### config.mk
export PLATFORM = sky130hd
export DESIGN_NAME = floor_call_panel
export DESIGN_NICKNAME = d
export VERILOG_FILES = /design/src/rtl/floor_call_panel.sv
export SDC_FILE = /design/constraint.sdc
export NUM_CORES = 1
export LEC_CHECK = 0
export BUFFER_PORTS_ARGS = -buffer_cell sky130_fd_sc_hd__clkbuf_2
export CELL_PAD_IN_SITES_DETAIL_PLACEMENT = 1
export CELL_PAD_IN_SITES_GLOBAL_PLACEMENT = 2
export CORE_MARGIN = 10
export CORE_UTILIZATION = 34
export CTS_CLUSTER_DIAMETER = 30
export DETAILED_ROUTE_END_ITERATION = 8
export PLACE_DENSITY_LB_ADDON = 0.1
export SYNTH_ARGS = -nofsm -noshare
export SYNTH_HDL_FRONTEND = slang
export SYNTH_SLANG_ARGS = --single-unit
### constraint.sdc
create_clock -name clk -period 5.1 [get_ports clk]
set_input_delay 1.275 -clock clk [delete_from_list [all_inputs] [get_ports clk]]
set_output_delay 1.275 -clock clk [all_outputs]
set_load 0.02 [all_outputs]
### src/rtl/floor_call_panel.sv
// Call-button latch for the 5-floor elevator controller: holds per-floor requests,
// opens the door for a fixed dwell once the car settles at a requested floor.
module floor_call_panel #(
    parameter int SETTLE = 2,
    parameter int DWELL  = 8
) (
    input  logic       clk,
    input  logic       rst,
    input  logic [4:0] btn,
    input  logic [2:0] floor,
    output logic       ra,
    output logic       rb,
    output logic       rc,
    output logic       rd,
    output logic       re,
    output logic       door_open,
    output logic [2:0] pending
);

    localparam int SW = $clog2(SETTLE + 1);
    localparam int DW = $clog2(DWELL);

    typedef enum logic {IDLE, OPEN} state_t;

    state_t          state;
    logic [4:0]      req;
    logic [4:0]      btn_q;
    logic            armed;
    logic [2:0]      floor_q;
    logic [SW-1:0]   stable_cnt;
    logic [DW-1:0]   dwell_cnt;

    logic            floor_legal;
    logic            floor_same;
    logic            settled;
    logic [4:0]      floor_onehot;
    logic [4:0]      press;
    logic            here_press;
    logic            here_req;
    logic [4:0]      clr;
    logic [4:0]      req_next;

    function automatic logic [2:0] popcount5(input logic [4:0] v);
        logic [2:0] n;
        n = '0;
        for (int i = 0; i < 5; i++) n = n + 3'(v[i]);
        return n;
    endfunction

    // armed stays low for the first cycle out of reset so a button already held
    // while reset releases is absorbed into btn_q instead of counting as a press.
    assign press        = btn & ~btn_q & {5{armed}};
    assign floor_legal  = (floor <= 3'd4);
    assign floor_same   = (floor == floor_q);
    assign floor_onehot = floor_legal ? (5'b00001 << floor) : 5'b00000;
    assign settled      = floor_legal && floor_same && (stable_cnt == SW'(SETTLE));
    assign here_press   = |(press & floor_onehot);
    assign here_req     = |(req & floor_onehot);

    // NOTE: every signal driven in always_comb gets a default first; a path that
    // skips an assignment would otherwise infer a latch.
    always_comb begin
        clr = 5'b00000;
        if (state == OPEN && floor_same && !here_press && dwell_cnt == '0)
            clr = floor_onehot;
        req_next = (req & ~clr) | press;
    end

    // NOTE: all state below uses non-blocking assignments so every register sees
    // the values from before this edge, independent of statement order.
    always_ff @(posedge clk) begin
        if (!rst) begin
            state      <= IDLE;
            req        <= '0;
            btn_q      <= '0;
            armed      <= 1'b0;
            floor_q    <= '0;
            stable_cnt <= '0;
            dwell_cnt  <= '0;
            door_open  <= 1'b0;
            pending    <= '0;
        end else begin
            btn_q   <= btn;
            armed   <= 1'b1;
            floor_q <= floor;
            req     <= req_next;
            pending <= popcount5(req_next);

            if (!floor_legal || !floor_same)
                stable_cnt <= '0;
            else if (stable_cnt != SW'(SETTLE))
                stable_cnt <= stable_cnt + 1'b1;

            case (state)
                IDLE: begin
                    if (settled && here_req) begin
                        state     <= OPEN;
                        dwell_cnt <= DW'(DWELL - 1);
                        door_open <= 1'b1;
                    end
                end
                OPEN: begin
                    // Car moved away: abandon service and keep the request latched.
                    if (!floor_same) begin
                        state     <= IDLE;
                        door_open <= 1'b0;
                    end else if (here_press) begin
                        dwell_cnt <= DW'(DWELL - 1);
                    end else if (dwell_cnt == '0) begin
                        state     <= IDLE;
                        door_open <= 1'b0;
                    end else begin
                        dwell_cnt <= dwell_cnt - 1'b1;
                    end
                end
                default: begin
                    state     <= IDLE;
                    door_open <= 1'b0;
                end
            endcase
        end
    end

    assign {re, rd, rc, rb, ra} = req;

endmodule

==> summary.txt <==
Pwr Density: 276 nW/µm²
max cap viols: 0
Inserted Clock Buffers: 3
most common cell after layout, fill and taps aside: dfxtp_1
most frequent CP cell: fa_1
crit path from: floor[0]
Detail Route Antenna Nets: 0
status: finished clean
cell leakage power: 0.000567 µW
startpoint types: input port
YS warnings: 0
Fin Hold WS: 0.521 ns
ANT cells: 0
total grt overflow: 0
Final Critical Period: 4.10 ns
worst min path class: reg2reg
Min-Delay Startpoint: stable_cnt[1]$_SDFFE_PP0N_
Max VDD drop: 0.000135 V
CTS tree: built
initial antenna violation count: 0
ratio of cells with drive above 1 in the final layout: 22.1%
hold buffer count at cts: 0
Post-Syn Area: 1180 µm²
full die area: 6220 µm²
Reg clk slew, reported paths: 0.14 ns
largest net degree at the start of global routing: 24
DRC errors left: 0
Chip Width: 78.9 µm
Max Fclk: 0.244 GHz
setup TNS: 0 ns
Worst path top cell family by delay: adder cells
Layout area overhead: 12.4%
final RePlAce weighted congestion: 0.744
worst-case clock buffer depth: 2
initial core utilization: 35.3%
H-tree Lvls: 1
DRT Wirelength: 2490 µm
Crit. End Element: flip-flop
period utilization: 80.4%
Max Slew Vio Count: 0
CP Depth: 10
row count: 21
Worst Reg-to-Reg Cells: 10
IO buf count: 18
worst setup path category: in2reg
Mapped Avg Cell Area: 9.90 µm²
FF-to-FF Start: btn_q[0]$_SDFF_PN0_
# Post-CTS Setup Buffers: 0
worst slew pin tran: 0.452 ns
CTS root buffer: clkbuf_4
Cell Chain, Critical Path: clkbuf_2 -> mux4_1 -> a2111oi_2 -> nand3_1 -> a22oi_1 -> fa_1 -> fa_1 -> inv_1 -> ha_1 -> and2_1
Post-Syn Nets: 135
crit-path max cell delay: 0.64 ns
# fillers: 405
GRT Resource Usage Total: 8.70%
clock net sink count: 24
routed length per placed instance: 13.7 µm
post-DP HPWL: 1920 µm
Pre-antenna DRT Iters: 2
Initial DRC Count: 9
reg2reg setup slack: 1.84 ns
first-pass GRT wire length: 4360 µm
post-synthesis sequential area ratio: 40.8%
Max transition margin: 69.8%
worst hold stages: 2
total vias in the final route: 863
RSZ-0062 raised after global routing: false
worst setup margin: 1.00 ns
Crit-path slowest cell: mux4_1
Layout Skew: 0.00821 ns
Yosys cell types: 35
Resize count post-CTS: 0
worst slack, placed: 0.635 ns
core area: 3340 µm²
Final Setup Violations: 0
clock latency on the worst-skew pair: 0.32 ns
Hold Vio Cnt, Final: 0
CP arrival: 4.33 ns
Die Y: 78.9 µm
Vias/cell: 4.74
Worst Path Required: 5.33 ns
Top Ports: 19
critical path fanouts, max: 10
layout net count: 153
WP buf/inv: 2
commonest cells after routing, fill and taps aside: 24 x dfxtp_1, 18 x clkbuf_2, 11 x nor2b_1
vias in the first global route: 932
post-synthesis sequential element count: 24
Mapped Cells: 119
path summary, 6_finish.rpt:
| path | to |
|---|---|
| hold / removal | stable_cnt[1]$_SDFFE_PP0N_ |
| setup / recovery | pending[1]$_SDFF_PN0_ |
| hold reg to reg | stable_cnt[1]$_SDFFE_PP0N_ |
| setup reg to reg | pending[1]$_SDFF_PN0_ |
Yosys cell counts, drive strengths merged:
cell type | number | area (µm²)
a2111oi | 1 | 15.0
a211o | 1 | 8.76
a21boi | 1 | 7.51
a21oi | 5 | 25.0
a221o | 1 | 10.0
a22oi | 4 | 30.0
and2 | 11 | 71.3
and2b | 1 | 8.76
and3b | 1 | 8.76
buf | 3 | 30.0
clkbuf | 2 | 7.51
dfxtp | 24 | 480
fa | 2 | 40.0
ha | 4 | 50.1
inv | 7 | 26.3
mux2 | 1 | 11.3
mux2i | 1 | 10.0
mux4 | 1 | 26.3
nand2 | 6 | 22.5
nand2b | 1 | 6.26
nand3 | 5 | 25.0
nand3b | 3 | 22.5
nand4 | 3 | 18.8
nor2 | 7 | 26.3
nor2b | 11 | 68.8
o2111a | 1 | 11.3
o211a | 2 | 20.0
o21ai | 2 | 10.0
o22ai | 1 | 20.0
or3b | 1 | 11.3
or4b | 1 | 13.8
xnor2 | 3 | 26.3
xor2 | 1 | 8.76
worst register-to-register path: stages (launching register included):
cell	delay, ns
dfxtp_1	0.33
nor2b_1	0.06
mux4_1	0.56
a2111oi_2	0.53
nand3_1	0.14
a22oi_1	0.25
fa_1	0.49
fa_1	0.40
inv_1	0.06
ha_1	0.21
and2_1	0.15
cells by family after synthesis:
family	count (synthesis)	synth area share, %
multiplexers	3	4.03
flip-flops	24	40.8
AO/OA/AOI/OAI	19	13.4
adder cells (fa/ha/maj)	6	7.64
AND/OR/NAND/NOR	51	25.8
XOR/XNOR	4	2.97
buffers and inverters	12	5.41
state kept, by name, indices dropped and copies added (netlist names):
| name | flops |
|---|---|
| state | 1 |
| dwell_cnt | 3 |
| door_open | 1 |
| req | 5 |
| pending | 3 |
| btn_q | 5 |
| armed | 1 |
| stable_cnt | 2 |
| floor_q | 3 |
metrics by stage:
stage          std cells  util, %  total power (µW)  instance area, µm²
6_report             182     39.7               365                1330
5_1_grt              182     39.7               388                1330
4_1_cts              182     39.7               373                1330
3_5_place_dp         178     38.6               269                1290
3_3_place_gp         178     38.6               268                1290
2_1_floorplan        119        -               251                1180
per-layer routing:
metal	GRT usage, %	part of all wire (%)
met5	0	0
met4	4.30	1.8
met3	2.48	3.2
met2	14.7	49
met1	9.80	45
area by class of cell:
type	instances	area [µm²]	share of cell area, %
clock buffers	4	36.3	2.74
well taps	46	57.6	4.34
flip-flops and latches	24	480	36.3
repair buffers	18	90.1	6.80
inverters	7	26.3	1.98
multi-input cells	83	634	47.9
where the power goes:
| part | switching, µW | total (µW) | internal, µW | leakage [µW] |
|---|---|---|---|---|
| combinational | 34.0 | 58.6 | 24.7 | 0.000349 |
| sequential | 5.63 | 204 | 198 | 0.000198 |
| clock | 59.0 | 103 | 43.7 | 0.0000210 |
No activity file was read; power rests on OpenSTA's default activity.
